==> config.mk <==
export PLATFORM = sky130hd
export DESIGN_NAME = alu_issue
export DESIGN_NICKNAME = d
export VERILOG_FILES = /design/src/rtl/luna_pkg.sv /design/src/rtl/alu_regfile.sv /design/src/rtl/alu_issue.sv
export SDC_FILE = /design/constraint.sdc
export NUM_CORES = 1
export LEC_CHECK = 0
export CORE_UTILIZATION = 50
export CTS_CLUSTER_DIAMETER = 30
export DETAILED_ROUTE_END_ITERATION = 16
export GPL_ROUTABILITY_DRIVEN = 0
export GPL_TIMING_DRIVEN = 0
export PLACE_DENSITY = 0.72
export SKIP_CTS_REPAIR_TIMING = 1
export SLEW_MARGIN = 10
export SYNTH_ARGS = -nofsm -noshare
export SYNTH_HDL_FRONTEND = slang
export SYNTH_HIERARCHICAL = 1
export SYNTH_SLANG_ARGS = --single-unit
==> constraint.sdc <==
create_clock -name clk -period 2.9 [get_ports clk]
set_input_delay 0.58 -clock clk [delete_from_list [all_inputs] [get_ports clk]]
set_output_delay 0.58 -clock clk [all_outputs]
set_load 0.01 [all_outputs]
==> src/rtl/luna_pkg.sv <==
// Shared definitions for the decode-and-issue stage: widths, instruction
// class encodings, instruction field positions and the FSM state type.
package luna_pkg;

    localparam int DATA_W     = 16;
    localparam int REG_ADDR_W = 3;
    localparam int NUM_REGS   = 1 << REG_ADDR_W;
    localparam int IMM_W      = 11;

    typedef enum logic [1:0] {
        CLS_ALU = 2'b00,
        CLS_LDI = 2'b01,
        CLS_CMP = 2'b10,
        CLS_ILL = 2'b11
    } instr_class_e;

    typedef enum logic [1:0] {
        ST_IDLE,
        ST_EXEC,
        ST_DONE
    } state_e;

    localparam int CLS_HI    = 15;
    localparam int CLS_LO    = 14;
    localparam int OP_HI     = 13;
    localparam int OP_LO     = 12;
    localparam int ZX_BIT    = 11;
    localparam int ZY_BIT    = 10;
    localparam int NEG_BIT   = 9;
    localparam int RD_HI     = 8;
    localparam int RD_LO     = 6;
    localparam int RSX_HI    = 5;
    localparam int RSX_LO    = 3;
    localparam int RSY_HI    = 2;
    localparam int RSY_LO    = 0;
    localparam int LDI_RD_HI = 13;
    localparam int LDI_RD_LO = 11;
    localparam int IMM_HI    = 10;
    localparam int IMM_LO    = 0;

endpackage

==> src/rtl/alu_regfile.sv <==
// 8x16 general-purpose register file: two operand read ports, one debug
// read port, one synchronous write port, cleared asynchronously on reset.
module alu_regfile
    import luna_pkg::*;
(
    input  logic                  clk,
    input  logic                  rst_n,
    input  logic                  i_we,
    input  logic [REG_ADDR_W-1:0] i_waddr,
    input  logic [DATA_W-1:0]     i_wdata,
    input  logic [REG_ADDR_W-1:0] i_raddr_x,
    input  logic [REG_ADDR_W-1:0] i_raddr_y,
    input  logic [REG_ADDR_W-1:0] i_dbg_addr,
    output logic [DATA_W-1:0]     o_rdata_x,
    output logic [DATA_W-1:0]     o_rdata_y,
    output logic [DATA_W-1:0]     o_dbg_data
);

    logic [DATA_W-1:0] r_mem [NUM_REGS];

    always_ff @(posedge clk or negedge rst_n) begin
        if (!rst_n) begin
            for (int i = 0; i < NUM_REGS; i++) begin
                r_mem[i] <= '0;
            end
        end else if (i_we) begin
            r_mem[i_waddr] <= i_wdata;
        end
    end

    assign o_rdata_x  = r_mem[i_raddr_x];
    assign o_rdata_y  = r_mem[i_raddr_y];
    assign o_dbg_data = r_mem[i_dbg_addr];

endmodule

==> src/rtl/alu_issue.sv <==
// Decode-and-issue stage in front of the ALU: accepts one instruction at a
// time, drives ALU operands/controls, waits out the ALU latency, writes back.
module alu_issue
    import luna_pkg::*;
#(
    parameter int ALU_LATENCY = 1
) (
    input  logic                  clk,
    input  logic                  rst_n,
    input  logic                  instr_valid,
    output logic                  instr_ready,
    input  logic [DATA_W-1:0]     instr,
    output logic [DATA_W-1:0]     alu_x,
    output logic [DATA_W-1:0]     alu_y,
    output logic                  alu_zero_x,
    output logic                  alu_zero_y,
    output logic                  alu_negate_output,
    output logic [1:0]            alu_opcode,
    input  logic [DATA_W-1:0]     alu_result,
    input  logic                  alu_is_zero,
    input  logic                  alu_is_negative,
    output logic                  flag_zero,
    output logic                  flag_negative,
    output logic                  done,
    output logic                  illegal,
    input  logic [REG_ADDR_W-1:0] dbg_addr,
    output logic [DATA_W-1:0]     dbg_data
);

    localparam logic [1:0] LAT_CNT = 2'(ALU_LATENCY);

    state_e                r_state;
    state_e                w_next_state;
    logic                  r_live;
    logic [1:0]            r_cnt;
    logic [REG_ADDR_W-1:0] r_rd;
    logic                  r_wb;
    logic [DATA_W-1:0]     r_alu_x;
    logic [DATA_W-1:0]     r_alu_y;
    logic                  r_zx;
    logic                  r_zy;
    logic                  r_neg;
    logic [1:0]            r_op;
    logic                  r_flag_z;
    logic                  r_flag_n;
    logic                  r_illegal;

    instr_class_e          w_class;
    logic                  w_accept;
    logic                  w_issue;
    logic                  w_exec_last;
    logic [DATA_W-1:0]     w_rdata_x;
    logic [DATA_W-1:0]     w_rdata_y;
    logic                  w_we;
    logic [REG_ADDR_W-1:0] w_waddr;
    logic [DATA_W-1:0]     w_wdata;

    assign w_class     = instr_class_e'(instr[CLS_HI:CLS_LO]);
    assign w_accept    = instr_valid && instr_ready;
    assign w_issue     = w_accept && (w_class == CLS_ALU || w_class == CLS_CMP);
    assign w_exec_last = (r_state == ST_EXEC) && (r_cnt == 2'd0);

    // LDI writes on its accepting edge; ALU writes on the last EXEC edge.
    // The two never coincide because accepts only happen in IDLE.
    assign w_we    = (w_accept && w_class == CLS_LDI) || (w_exec_last && r_wb);
    assign w_waddr = w_exec_last ? r_rd : instr[LDI_RD_HI:LDI_RD_LO];
    assign w_wdata = w_exec_last ? alu_result
                                 : {{(DATA_W-IMM_W){1'b0}}, instr[IMM_HI:IMM_LO]};

    alu_regfile u_regfile (
        .clk        (clk),
        .rst_n      (rst_n),
        .i_we       (w_we),
        .i_waddr    (w_waddr),
        .i_wdata    (w_wdata),
        .i_raddr_x  (instr[RSX_HI:RSX_LO]),
        .i_raddr_y  (instr[RSY_HI:RSY_LO]),
        .i_dbg_addr (dbg_addr),
        .o_rdata_x  (w_rdata_x),
        .o_rdata_y  (w_rdata_y),
        .o_dbg_data (dbg_data)
    );

    always_ff @(posedge clk or negedge rst_n) begin
        if (!rst_n) begin
            r_state <= ST_IDLE;
        end else begin
            r_state <= w_next_state;
        end
    end

    always_comb begin
        w_next_state = r_state;
        case (r_state)
            ST_IDLE: begin
                if (w_issue) begin
                    w_next_state = ST_EXEC;
                end else if (w_accept && w_class == CLS_LDI) begin
                    w_next_state = ST_DONE;
                end
            end
            ST_EXEC: begin
                if (r_cnt == 2'd0) begin
                    w_next_state = ST_DONE;
                end
            end
            ST_DONE: w_next_state = ST_IDLE;
            default: w_next_state = ST_IDLE;
        endcase
    end

    // r_live holds ready low until the first edge after reset release.
    always_comb begin
        instr_ready = (r_state == ST_IDLE) && r_live;
        done        = (r_state == ST_DONE);
    end

    always_ff @(posedge clk or negedge rst_n) begin
        if (!rst_n) begin
            r_live    <= 1'b0;
            r_cnt     <= '0;
            r_rd      <= '0;
            r_wb      <= 1'b0;
            r_alu_x   <= '0;
            r_alu_y   <= '0;
            r_zx      <= 1'b0;
            r_zy      <= 1'b0;
            r_neg     <= 1'b0;
            r_op      <= '0;
            r_flag_z  <= 1'b0;
            r_flag_n  <= 1'b0;
            r_illegal <= 1'b0;
        end else begin
            r_live    <= 1'b1;
            r_illegal <= w_accept && (w_class == CLS_ILL);
            if (w_issue) begin
                r_alu_x <= w_rdata_x;
                r_alu_y <= w_rdata_y;
                r_op    <= instr[OP_HI:OP_LO];
                r_zx    <= instr[ZX_BIT];
                r_zy    <= instr[ZY_BIT];
                r_neg   <= instr[NEG_BIT];
                r_rd    <= instr[RD_HI:RD_LO];
                r_wb    <= (w_class == CLS_ALU);
                r_cnt   <= LAT_CNT;
            end
            if (r_state == ST_EXEC) begin
                if (r_cnt != 2'd0) begin
                    r_cnt <= r_cnt - 2'd1;
                end else begin
                    r_flag_z <= alu_is_zero;
                    r_flag_n <= alu_is_negative;
                end
            end
        end
    end

    assign alu_x             = r_alu_x;
    assign alu_y             = r_alu_y;
    assign alu_zero_x        = r_zx;
    assign alu_zero_y        = r_zy;
    assign alu_negate_output = r_neg;
    assign alu_opcode        = r_op;
    assign flag_zero         = r_flag_z;
    assign flag_negative     = r_flag_n;
    assign illegal           = r_illegal;

endmodule

==> results.cfg <==
[status]
status = complete, no violations

[logic_synthesis]
ys_ff_latch = 177
ys_warn_count = 6
syn_area_mm2 = 0.0102
syn_nets = 630
avgSynthCellArea_um2 = 17.2
dominantRegCellSynth = dfrtp_1
async_flop_share_pct = 100
yosysSeqAreaShare_pct = 43.6
synthCells = 590
ys_types = 33
synth-edff-count = 0

[power_and_ir_drop]
vdd_drop_max_v = 0.000421
power.share.sequential_pct = 41.3
switching_share_pct = 29.0
p_int_mw = 6.93
leakagePower_nw = 5.70
clockPowerShare_pct = 23.9
power_density_mw_per_mm2 = 799
power_switching_mw = 2.82
pwr-share-comb_pct = 34.9

[drt]
first_pass_iters = 5
vias_per_cell = 6.39
drc = 0
vias = 6323
wl_per_cell_um = 26.9
routed_wl_um = 26700
ant_nets = 0
drt_iter0_markers = 380

[cts]
cts_max_level = 4
path_clk_slew_ns = 0.06
clock_latency_ns = 0.43
cts-root-buf = clkbuf_16
cts_buffers = 17
cts_buffer_depth = 2
cts_tree = built
clkSinkCount = 177

[timing]
worst_slack_ns = 0.0462
max-slew-margin-rel_pct = 34.0
setup_violations = 0
fmax_mhz = 350
tightest_slew_ns = 0.990
fin_crit_ns = 2.85
hold_violations = 0
slew_violations = 0
skew_ns = 0.00997
finalCritPeriodShare_pct = 98.4
tns_ns = 0
holdWs_ns = 0.117

[worst_setup_path]
critPathLaunchType = register
cp.buffers_inverters = 4
critical_path_class = reg2reg
max_stage_delay_ns = 0.45
critical_path.top_delay_family = buffers and inverters
cp.arrival_ns = 3.16
cp_data_required_time_ns = 3.21
worstPathMaxFanout = 10
crit_chain = nor4b_4, buf_6, mux2_2, buf_4, and4bb_2, buf_2, buf_4, mux2_2
end_kind = register
slowest_stage = dfrtp_1

[finish]
diodes = 0
layout_commonest_cell = mux2_2
num-fill-cells = 1432
drive_gt1_share_pct = 45.8
layout.nets = 752
syn_to_final_growth_pct = 20.1
final_cell_mix = mux2_2, dfrtp_1, clkdlybuf4s50_1, mux4_1, buf_6
postLayoutCoreUtil_pct = 61.9
post-route-cell-area_mm2 = 0.0122

[placed_design]
post_dp_cell_area_mm2 = 0.0115
post-dp-hpwl_um = 17500
portBuffers = 95
post-place-ws_ns = -0.820

[floorplanning]
rows = 51
start_util_pct = 51.5
ios = 98
coreArea_mm2 = 0.0197
dieArea_mm2 = 0.0209
dieHeight_um = 145
die_w_um = 145

[grt]
first_global_vias = 6601
antenna_found_initial = 0
grt_max_degree = 102
grt_overflow_total = 0
track_usage_pct = 27.4
grt_pass1_wl_um = 40100

[worst_hold_path]
hp-class = in2async

[run]
drv_cap = 0
cells in the mapped netlist, drive strengths merged (2+ instances only):
cell | number | share of area [%]
clkbuf | 6 | 0.26
nand4b | 4 | 0.53
nor2 | 3 | 0.11
inv | 2 | 0.074
nor4bb | 2 | 0.20
nor4b | 2 | 0.32
nor2b | 2 | 0.12
dfrtp | 177 | 44
mux4 | 96 | 24
nand2 | 3 | 0.11
mux2 | 232 | 26
o21ai | 2 | 0.099
and2 | 5 | 0.31
buf | 42 | 3.1
through the flow:
stage | power (mW) | std cells
global placement | 7.21 | 950
detailed placement | 7.40 | 951
global route | 10.3 | 990
finish | 9.75 | 990
floorplan | 6.03 | 590
CTS | 9.75 | 983
path summary, 6_finish.rpt:
check	start	endpoint	slack (ns)	depth (start not counted)
max reg2reg	r_cnt[0]	u_regfile/r_mem[101]	0.05	8
max in group asynchronous	rst_n	u_regfile/r_mem[64]	1.86	2
max	r_cnt[0]	u_regfile/r_mem[101]	0.05	8
min in group clk	alu_y[8]	alu_y[8]	0.51	1
min reg2reg	alu_y[8]	alu_y[8]	0.51	1
min	rst_n	alu_y[7]	0.12	1
area by class of cell:
type	count	area [um2]	area share (%)
clock buffers	24	502	4.11
repair buffers	103	1040	8.51
clock inverters	8	101	0.830
well taps	265	332	2.72
multi-input cells	363	5400	44.2
flip-flops and latches	177	4430	36.3
plain buffers	48	402	3.29
inverters	2	7.51	0.0615
per-layer routing:
metal | GRT usage, % | vias to the layer above | part of all wire, %
met5 | 0 | - | 0
met4 | 9.09 | 0 | 2.3
met3 | 5.17 | 48 | 5.2
met2 | 45.1 | 253 | 50
met1 | 36.7 | 3365 | 42
li1 | - | 2657 | -
cell families (layout without fill, tap and decap cells):
logic type	Yosys count	after routing	synth area share, %
other cells	1	1	0.0369
simple gates	28	28	2.43
flops	177	177	43.6
compound gates	5	5	0.296
buf+inv	50	185	3.46
mux	329	329	50.2
power groups by stage:
stage	sequential [mW]	clock [mW]	combinational [mW]
global route	4.14	2.49	3.63
finish	4.02	2.33	3.40
CTS	4.00	2.37	3.38
floorplan	3.89	0	2.14
global placement	3.94	0	3.27
detailed placement	4.04	0	3.35
sequential cells by signal, summed over array words and instances, names as in the netlist:
register	count
illegal	1
alu_x	16
alu_negate_output	1
r_wb	1
r_rd	3
alu_opcode	2
r_state	2
alu_y	16
u_regfile/r_mem	128
r_cnt	2
flag_zero	1
alu_zero_y	1
r_live	1
flag_negative	1
alu_zero_x	1
Power figures use the tool's default switching activity.
